`src/rtl/control_multi.sv`:
```
// Moore control unit for the shared-memory, single-ALU multi-cycle MIPS datapath.
// State is registered; every control output is a decode of the state, gated by mem_ready only in FETCH.
module control_multi (
    input  logic       clk,
    input  logic       reset_n,
    input  logic [5:0] opcode,
    input  logic       mem_ready,
    output logic       PCWrite,
    output logic       PCWriteCond,
    output logic       BranchNE,
    output logic       IorD,
    output logic       MemRead,
    output logic       MemWrite,
    output logic       MemtoReg,
    output logic       IRWrite,
    output logic       ALUSrcA,
    output logic       RegWrite,
    output logic       RegDst,
    output logic [1:0] PCSource,
    output logic [1:0] ALUOp,
    output logic [1:0] ALUSrcB,
    output logic [3:0] state,
    output logic       illegal
);

    localparam logic [5:0] OP_RFORMAT = 6'd0;
    localparam logic [5:0] OP_J       = 6'd2;
    localparam logic [5:0] OP_BEQ     = 6'd4;
    localparam logic [5:0] OP_BNE     = 6'd5;
    localparam logic [5:0] OP_ADDI    = 6'd8;
    localparam logic [5:0] OP_LW      = 6'd35;
    localparam logic [5:0] OP_SW      = 6'd43;

    localparam logic [3:0] S_FETCH  = 4'd0;
    localparam logic [3:0] S_DECODE = 4'd1;
    localparam logic [3:0] S_MEMADR = 4'd2;
    localparam logic [3:0] S_MEMRD  = 4'd3;
    localparam logic [3:0] S_MEMWB  = 4'd4;
    localparam logic [3:0] S_MEMWR  = 4'd5;
    localparam logic [3:0] S_EXEC   = 4'd6;
    localparam logic [3:0] S_RWB    = 4'd7;
    localparam logic [3:0] S_BRANCH = 4'd8;
    localparam logic [3:0] S_JUMP   = 4'd9;
    localparam logic [3:0] S_ADDIEX = 4'd10;
    localparam logic [3:0] S_ADDIWB = 4'd11;
    localparam logic [3:0] S_TRAP   = 4'd15;

    logic [3:0] state_reg;
    logic [3:0] state_next;
    logic [3:0] decode_state;

    always_ff @(posedge clk) begin
        if (!reset_n) begin
            state_reg <= S_FETCH;
        end else begin
            state_reg <= state_next;
        end
    end

    always_comb begin
        state_next = state_reg;
        case (state_reg)
            S_FETCH:  state_next = mem_ready ? S_DECODE : S_FETCH;
            S_DECODE: begin
                case (opcode)
                    OP_LW, OP_SW:   state_next = S_MEMADR;
                    OP_RFORMAT:     state_next = S_EXEC;
                    OP_BEQ, OP_BNE: state_next = S_BRANCH;
                    OP_J:           state_next = S_JUMP;
                    OP_ADDI:        state_next = S_ADDIEX;
                    default:        state_next = S_TRAP;
                endcase
            end
            S_MEMADR: state_next = (opcode == OP_SW) ? S_MEMWR : S_MEMRD;
            S_MEMRD:  state_next = mem_ready ? S_MEMWB : S_MEMRD;
            S_MEMWR:  state_next = mem_ready ? S_FETCH : S_MEMWR;
            S_EXEC:   state_next = S_RWB;
            S_ADDIEX: state_next = S_ADDIWB;
            S_MEMWB, S_RWB, S_ADDIWB, S_BRANCH, S_JUMP: state_next = S_FETCH;
            S_TRAP:   state_next = S_TRAP;
            default:  state_next = S_FETCH;
        endcase
    end

    // Outputs show FETCH values while reset is held, even before the reset edge lands.
    assign decode_state = reset_n ? state_reg : S_FETCH;
    assign state        = state_reg;

    always_comb begin
        PCWrite     = 1'b0;
        PCWriteCond = 1'b0;
        BranchNE    = 1'b0;
        IorD        = 1'b0;
        MemRead     = 1'b0;
        MemWrite    = 1'b0;
        MemtoReg    = 1'b0;
        IRWrite     = 1'b0;
        ALUSrcA     = 1'b0;
        RegWrite    = 1'b0;
        RegDst      = 1'b0;
        PCSource    = 2'b00;
        ALUOp       = 2'b00;
        ALUSrcB     = 2'b00;
        illegal     = 1'b0;
        case (decode_state)
            S_FETCH: begin
                MemRead = 1'b1;
                ALUSrcB = 2'b01;
                IRWrite = mem_ready;
                PCWrite = mem_ready;
            end
            S_DECODE: ALUSrcB = 2'b11;
            S_MEMADR, S_ADDIEX: begin
                ALUSrcA = 1'b1;
                ALUSrcB = 2'b10;
            end
            S_MEMRD: begin
                MemRead = 1'b1;
                IorD    = 1'b1;
            end
            S_MEMWR: begin
                MemWrite = 1'b1;
                IorD     = 1'b1;
            end
            S_MEMWB: begin
                RegWrite = 1'b1;
                MemtoReg = 1'b1;
            end
            S_EXEC: begin
                ALUSrcA = 1'b1;
                ALUOp   = 2'b10;
            end
            S_RWB: begin
                RegWrite = 1'b1;
                RegDst   = 1'b1;
            end
            S_ADDIWB: RegWrite = 1'b1;
            S_BRANCH: begin
                ALUSrcA     = 1'b1;
                ALUOp       = 2'b01;
                PCWriteCond = 1'b1;
                PCSource    = 2'b01;
                BranchNE    = (opcode == OP_BNE);
            end
            S_JUMP: begin
                PCWrite  = 1'b1;
                PCSource = 2'b10;
            end
            S_TRAP:  illegal = 1'b1;
            default: ;
        endcase
    end

endmodule

```
`config.mk`:
```
export PLATFORM = sky130hd
export DESIGN_NAME = control_multi
export DESIGN_NICKNAME = d
export VERILOG_FILES = /design/src/rtl/control_multi.sv
export SDC_FILE = /design/constraint.sdc
export NUM_CORES = 1
export LEC_CHECK = 0
export ABC_CLOCK_PERIOD_IN_PS = 1850
export CAP_MARGIN = 5
export CORE_MARGIN = 3
export CORE_UTILIZATION = 42
export DETAILED_ROUTE_END_ITERATION = 12
export GPL_TIMING_DRIVEN = 0
export PLACE_DENSITY_LB_ADDON = 0.08
export SYNTH_ARGS = -nofsm -noshare
export SYNTH_HDL_FRONTEND = slang
export SYNTH_SLANG_ARGS = --single-unit
```
`constraint.sdc`:
```
create_clock -name clk -period 1.85 [get_ports clk]
set_clock_uncertainty 0.1 [all_clocks]
set_input_delay 0.185 -clock clk [delete_from_list [all_inputs] [get_ports clk]]
set_output_delay 0.185 -clock clk [all_outputs]
set_load 0.1 [all_outputs]
```
==> results, run 1 <==
- For this design, the sink count on the clock tree is 4.
- The cell type contributing the most total cell area after synthesis is sky130_fd_sc_hd__dfxtp_1.
- The average size of a mapped cell is 6.98 um2.
- The flop and latch count out of synthesis is 4.
- The most repeated cell in the gate-level netlist after synthesis is sky130_fd_sc_hd__nor2_1.
- The post-synthesis instance area is 614 um2.
- The count of flip-flops with a built-in enable after synthesis is 0.
- The HPWL after detailed placement is 1660 um.
- The flow did not finish.
- The starting density of the core is 46.1%.
- After the last repair the worst path ends at an output port.
- Counting tap cells, the placed design contains a total of 133 instances.
- The fraction of registers with async set/reset is 0%.
- The worst slack after detailed placement is -1.16 ns.
- The netlist uses 41 different library cells.
- The worst setup endpoint after the global-route repair_timing is PCWrite.
- The cts-stage hold buffer count is 0.
- The die is 44.2 um tall.
- CTS built an H-tree with a depth of 1.
- The maximum buffer depth of the clock tree is 2.
- The x dimension of the die is 44.2 um.
- Synthesis handed over a netlist of 88 instances.
- 31 I/O pins were placed.
- The maximum number of pins on one net before global-route repair is 11.
- The number of buffers inserted during clock tree synthesis is 3.
- The initialized floorplan defines 13 standard-cell rows.
- Of the post-synthesis cell area, the dominant cell type holds 13.0%.
- At the end of routability-driven placement, the weighted congestion stood at 0.876.
- The cell chosen for the clock root is sky130_fd_sc_hd__clkbuf_4.
- The fraction of the yosys area taken by sequential cells is 13.0%.
- By area the synthesized netlist is led by sky130_fd_sc_hd__dfxtp_1 (13%), sky130_fd_sc_hd__nor2_1 (5.5%), sky130_fd_sc_hd__nor3_1 (4.9%).
- Buffers placed on the I/O ports in this run total 30.
- The net count after synthesis is 97.
- In the synthesized netlist the dominant register cell turns out to be sky130_fd_sc_hd__dfxtp_1.
- The Yosys step of the flow raised 0 warnings.
- It got as far as global routing and failed there.
- The tool reported: "[ERROR DPL-0038] Utilization greater than 100%, impossible to legalize".
- Sorting the synthesized cells by how often they occur yields sky130_fd_sc_hd__nor2_1 (9), sky130_fd_sc_hd__nor3_1 (6), sky130_fd_sc_hd__a21oi_1 (5), sky130_fd_sc_hd__o21ai_0 (5).
-- metrics by stage --
| step | utilization (%) | instance area [um2] | TNS [ns] | hold slack, ns |
|---|---|---|---|---|
| CTS | 89.8 | 1200 | -0.269 | 0.522 |
| detailed placement | 82.7 | 1100 | -14.99 | 0.609 |
| global placement | 82.7 | 1100 | -14.73 | 0.611 |
| floorplan | - | 785 | -5.24 | 0.271 |
-- what timing repair did --
| item | CTS |
|---|---|
| pin swaps | 1 |
| endpoints found under the setup margin | 22 |
| resized for setup | 134 |
| setup buffers | 5 |
-- kinds of logic after synthesis --
logic type	synth area share, %
AOI/OAI and AO/OA	29.1
xor gates and xnor gates	4.28
buffers and inverters	10.4
DFF	13.0
muxes	1.63
and+or+nand+nor	41.5
==> inputs of run 2 (changes only) <==
--- a/config.mk
+++ b/config.mk
@@ -7,11 +7,11 @@
 export LEC_CHECK = 0
 export ABC_CLOCK_PERIOD_IN_PS = 1850
 export CAP_MARGIN = 5
-export CORE_MARGIN = 3
-export CORE_UTILIZATION = 42
+export CORE_AREA = 3 3 64 66
 export DETAILED_ROUTE_END_ITERATION = 12
+export DIE_AREA = 0 0 67 69
 export GPL_TIMING_DRIVEN = 0
-export PLACE_DENSITY_LB_ADDON = 0.08
+export PLACE_DENSITY_LB_ADDON = 0.15
 export SYNTH_ARGS = -nofsm -noshare
 export SYNTH_HDL_FRONTEND = slang
 export SYNTH_SLANG_ARGS = --single-unit
==> run 2 against run 1 <==
  * Synthesized cell count unchanged
  * The flow now finishes without violations
  * Synthesized area stayed put
==> results, run 2 <==
- The die height is 69 um (+56%).
- The area enclosed by the die boundary is 4620 um2.
- In this run the worst hold path is classified as in -> reg.
- The number of hold violations in the final report is 0.
- The capture point of the worst reg-to-reg path is state[2].
- The register with the most flip-flops in the layout has 4 of them.
- The share of total power in the clock network is 7.2%.
- The routability congestion estimate from global placement is 0.767 (-12%).
- The start-to-end type of the worst setup path is reg -> out.
- The flow ran to the end, and the final reports show no timing, DRC or antenna violations.
- The count of max-cap constraint violations is 0.
- Of the total power, combinational logic draws 84.3%.
- The clock tree from TritonCTS is built.
- The fraction of the yosys area taken by sequential cells was 13.0% (unchanged).
- Headroom to the max-slew limit came out at 36.2%.
- Counting buffers and inverters, the worst setup path is 5 cells deep.
- The endpoint of the worst setup timing path is PCWrite.
- The total power consumption of the routed design is 2.50 mW.
- The count of nets left with antenna violations once routing finished came out at 0.
- Of the cells placed in the final design, the portion with a size suffix greater than 1 is 54.3%.
- The total area inside the core boundary comes to 3630 um2.
- The ratio of routed vias to standard cells is 4.68.
- The number of unique standard cell types used by synthesis came to 41 (unchanged).
- The share of total power dissipated in sequential elements is 8.6%.
- The critical path starts at state[2].
- The number of clock sinks is 4 (unchanged).
- The actual slew at the worst max-slew pin is 0.960 ns.
- In the layout the commonest cells are sky130_fd_sc_hd__buf_4 (11), sky130_fd_sc_hd__buf_12 (7), sky130_fd_sc_hd__clkdlybuf4s50_1 (7).
- The switching share of power is 61.2%.
- The number of warnings reported in the yosys synthesis log came to 0 (unchanged).
- The internal portion of the total power is 970 uW.
- The worst setup path is captured at an output pin.
- The average wire per cell in the routed design is 12.9 um.
- Across every metal layer, demand over resource in global routing totals 9.89%.
- The average size of a mapped cell was 6.98 um2 (unchanged).
- The iteration count of the initial detailed-routing pass is 4.
- The setup check on the worst reg-to-reg path leaves a slack of 0.39 ns.
- The number of buffers and inverters on the critical path is 1.
- The worst path meets setup with 0.00530 ns of slack.
- The fraction of registers with async set/reset is 0% (unchanged).
- The setup TNS is 0 ns.
- The cts-stage hold buffer count came to 0 (unchanged).
- For this run, design rule violations remaining after detail routing come to 0.
- The count of flip-flops with a built-in enable after synthesis is 0 (unchanged).
- The worst path needs 1.84 ns of the cycle, external delays included.
- The worst slack after detailed placement was -1.19 ns (-0.0303 ns).
- The growth of design area from synthesis to finish is 111%.
- The number of cell instances on the worst register-to-register path is 5.
- The maximum buffer depth of the clock tree came to 2 (unchanged).
- After clock tree synthesis, the clock-pin slew on the worst setup and hold paths is 0.03 ns.
- The cell type contributing the most total cell area after synthesis is sky130_fd_sc_hd__dfxtp_1.
- The data required time at the worst endpoint is 1.56 ns.
- The number of placement rows came to 22 (+9).
- The net count after synthesis is 97 (unchanged).
- Leaving out fill and tap cells, the most frequent cell in the layout is sky130_fd_sc_hd__buf_4.
- The synthesized instance count is 88 (unchanged).
- The slowest stage of the critical path belongs to the cell sky130_fd_sc_hd__or3_4.
- The global-route congestion overflow total is 0.
- VDD sags by at most 447 uV.
- Among cell families on the critical path, the largest total delay comes from simple AND/OR/NAND/NOR gates.
- The via count of the first global-routing pass is 775.
- STA classifies the critical path startpoint as a flip-flop.
- The count of boundary I/O pins came to 31 (unchanged).
- Summed over all cells, the static leakage comes to 0.493 nW.
- Static timing analysis puts the maximum clock frequency at 542 MHz.
- The flop and latch count out of synthesis was 4 (unchanged).
- 0 antenna diodes ended up in the layout.
- The startpoint of the most critical register-to-register path is state[2].
- The count of final max-slew check failures is 0.
- The tree is rooted in a sky130_fd_sc_hd__clkbuf_8.
- The signal on the critical path passes through or3_4 -> o21ai_1 -> and2_4 -> or2_4 -> buf_12.
- The post-synthesis instance area is 614 um2 (unchanged).
- Counting instances in the post-synthesis netlist gives the leading cell types as sky130_fd_sc_hd__nor2_1 (9), sky130_fd_sc_hd__nor3_1 (6), sky130_fd_sc_hd__a21oi_1 (5), sky130_fd_sc_hd__o21ai_0 (5).
- Setup repair after global routing could not meet its margin everywhere.
- The number of buffers added on ports was 30 (unchanged).
- Setup violations remaining at the end of the flow were counted as 0.
- The total net switching power is 1.53 mW.
- The post-detailed-placement half-perimeter wirelength is 1690 um (+1.7%).
- The proportion of netlist area held by the largest area contributor is 13.0% (unchanged).
- The final critical path takes up 99.7% of the cycle.
- By instance count, the leading cell after synthesis is sky130_fd_sc_hd__nor2_1.
- The clock latency on the worst-skew pair is 0.21 ns.
- Ranked by total cell area, the synthesized netlist is headed by sky130_fd_sc_hd__dfxtp_1 (13%), sky130_fd_sc_hd__nor2_1 (5.5%), sky130_fd_sc_hd__nor3_1 (4.9%).
- The post-detailed-placement cell area is 1140 um2 (+3.7%).
- The detailed router finished its first iteration with 41 violations.
- The maximum number of pins on one net before global-route repair is 11.
- The starting density of the core is 16.9% (-29 points).
- In the final design database the tool counted 138 nets.
- The x dimension of the die is 67 um (+51%).
- The number of fill cells in the layout is 383.
- The primary flip-flop cell chosen by synthesis mapping is sky130_fd_sc_hd__dfxtp_1.
- In this design, the stage delay of the slowest critical-path cell is 0.41 ns.
- The total detailed-routing wirelength is 2260 um.
- The initial antenna violation count is 0.
- The deepest level of the CTS H-tree is 1 (unchanged).
- The final instance area is 1290 um2.
- STA puts the critical path data arrival time at 1.56 ns.
- For this design the ratio of total power to cell area is 1930 nW/um2.
- Of all nets on the critical path, the largest fanout is 6.
- Detailed routing inserted a total of 819 vias.
- The first global-routing pass estimated 3720 um of wire.
- The number of buffers inserted during clock tree synthesis is 3 (unchanged).
==> run 2: cell counts after synthesis <==
No cell type changed its count.
==> run 2: cell families (layout without fill, tap and decap cells) <==
| group | after synthesis | count (layout) | share of synthesized area [%] |
|---|---|---|---|
| XOR/XNOR | 3 | 3 | 4.28 |
| multiplexers | 1 | 1 | 1.63 |
| buffers and inverters | 11 | 50 | 10.4 |
| AO/OA/AOI/OAI | 25 | 25 | 29.1 |
| flip-flops | 4 | 4 | 13.0 |
| AND/OR/NAND/NOR | 44 | 44 | 41.5 |
==> run 2: layout make-up <==
cell class	instances	area [um2]	area share (%)
Inverter	4	15.0	1.16
Sequential cell	4	95.1	7.34
Buffer	6	76.3	5.89
Clock buffer	3	41.3	3.19
Tap cell	48	60.1	4.64
Timing Repair Buffer	37	387	29.9
Multi-Input combinational cell	73	621	47.9
==> run 2: routing by layer <==
layer | up-vias | global-route usage [%] | part of all wire (%)
li1 | 403 | - | -
met1 | 378 | 13.6 | 45
met2 | 36 | 15.4 | 48
met3 | 2 | 1.95 | 6.4
met4 | 0 | 2.70 | 0.80
met5 | - | 0 | 0
==> run 2: worst min path at each step <==
stage          cells after the start       from  slack [ns]       end
5_1_grt                            3    reset_n        0.60  state[2]
3_5_place_dp                       3   state[3]        0.65  state[3]
6_report                           3    reset_n        0.55  state[2]
3_3_place_gp                       4   state[0]        0.65  state[0]
2_1_floorplan                      2  opcode[4]        0.27  state[0]
4_1_cts                            3    reset_n        0.54  state[2]
==> run 2: worst reg2reg max path, cell delays in order (launching register included) <==
cell and delay [ns]:
sky130_fd_sc_hd__dfxtp_4 0.36, sky130_fd_sc_hd__or3_4 0.41, sky130_fd_sc_hd__buf_4 0.15, sky130_fd_sc_hd__a21oi_2 0.12
sky130_fd_sc_hd__o221ai_2 0.11, sky130_fd_sc_hd__a21oi_2 0.14
==> run 2: power groups by stage <==
stage | clock, mW | sequential (mW) | combinational (mW)
floorplan | 0 | 0.444 | 1.33
global placement | 0 | 0.193 | 1.97
detailed placement | 0 | 0.194 | 1.96
CTS | 0.185 | 0.196 | 1.99
global route | 0.194 | 0.224 | 2.20
finish | 0.179 | 0.215 | 2.11
==> run 2: metrics by stage <==
step                      util, %  hold WS [ns]  cells
after floorplan                 -         0.271     88
after global placement       31.5         0.650    166
after detailed placement     31.5         0.647    166
after CTS                    33.0         0.544    169
after global routing         35.6         0.601    175
final                        35.6         0.547    175
==> run 2: timing repair <==
| item | CTS | global route |
|---|---|---|
| pin swaps | 2 | 4 |
| gates resized for setup | 129 | 12 |
| buffers inserted | 0 | 7 |
| endpoints found under the setup margin | 22 | 11 |
Note: power is estimated with default switching activity, not from simulation.
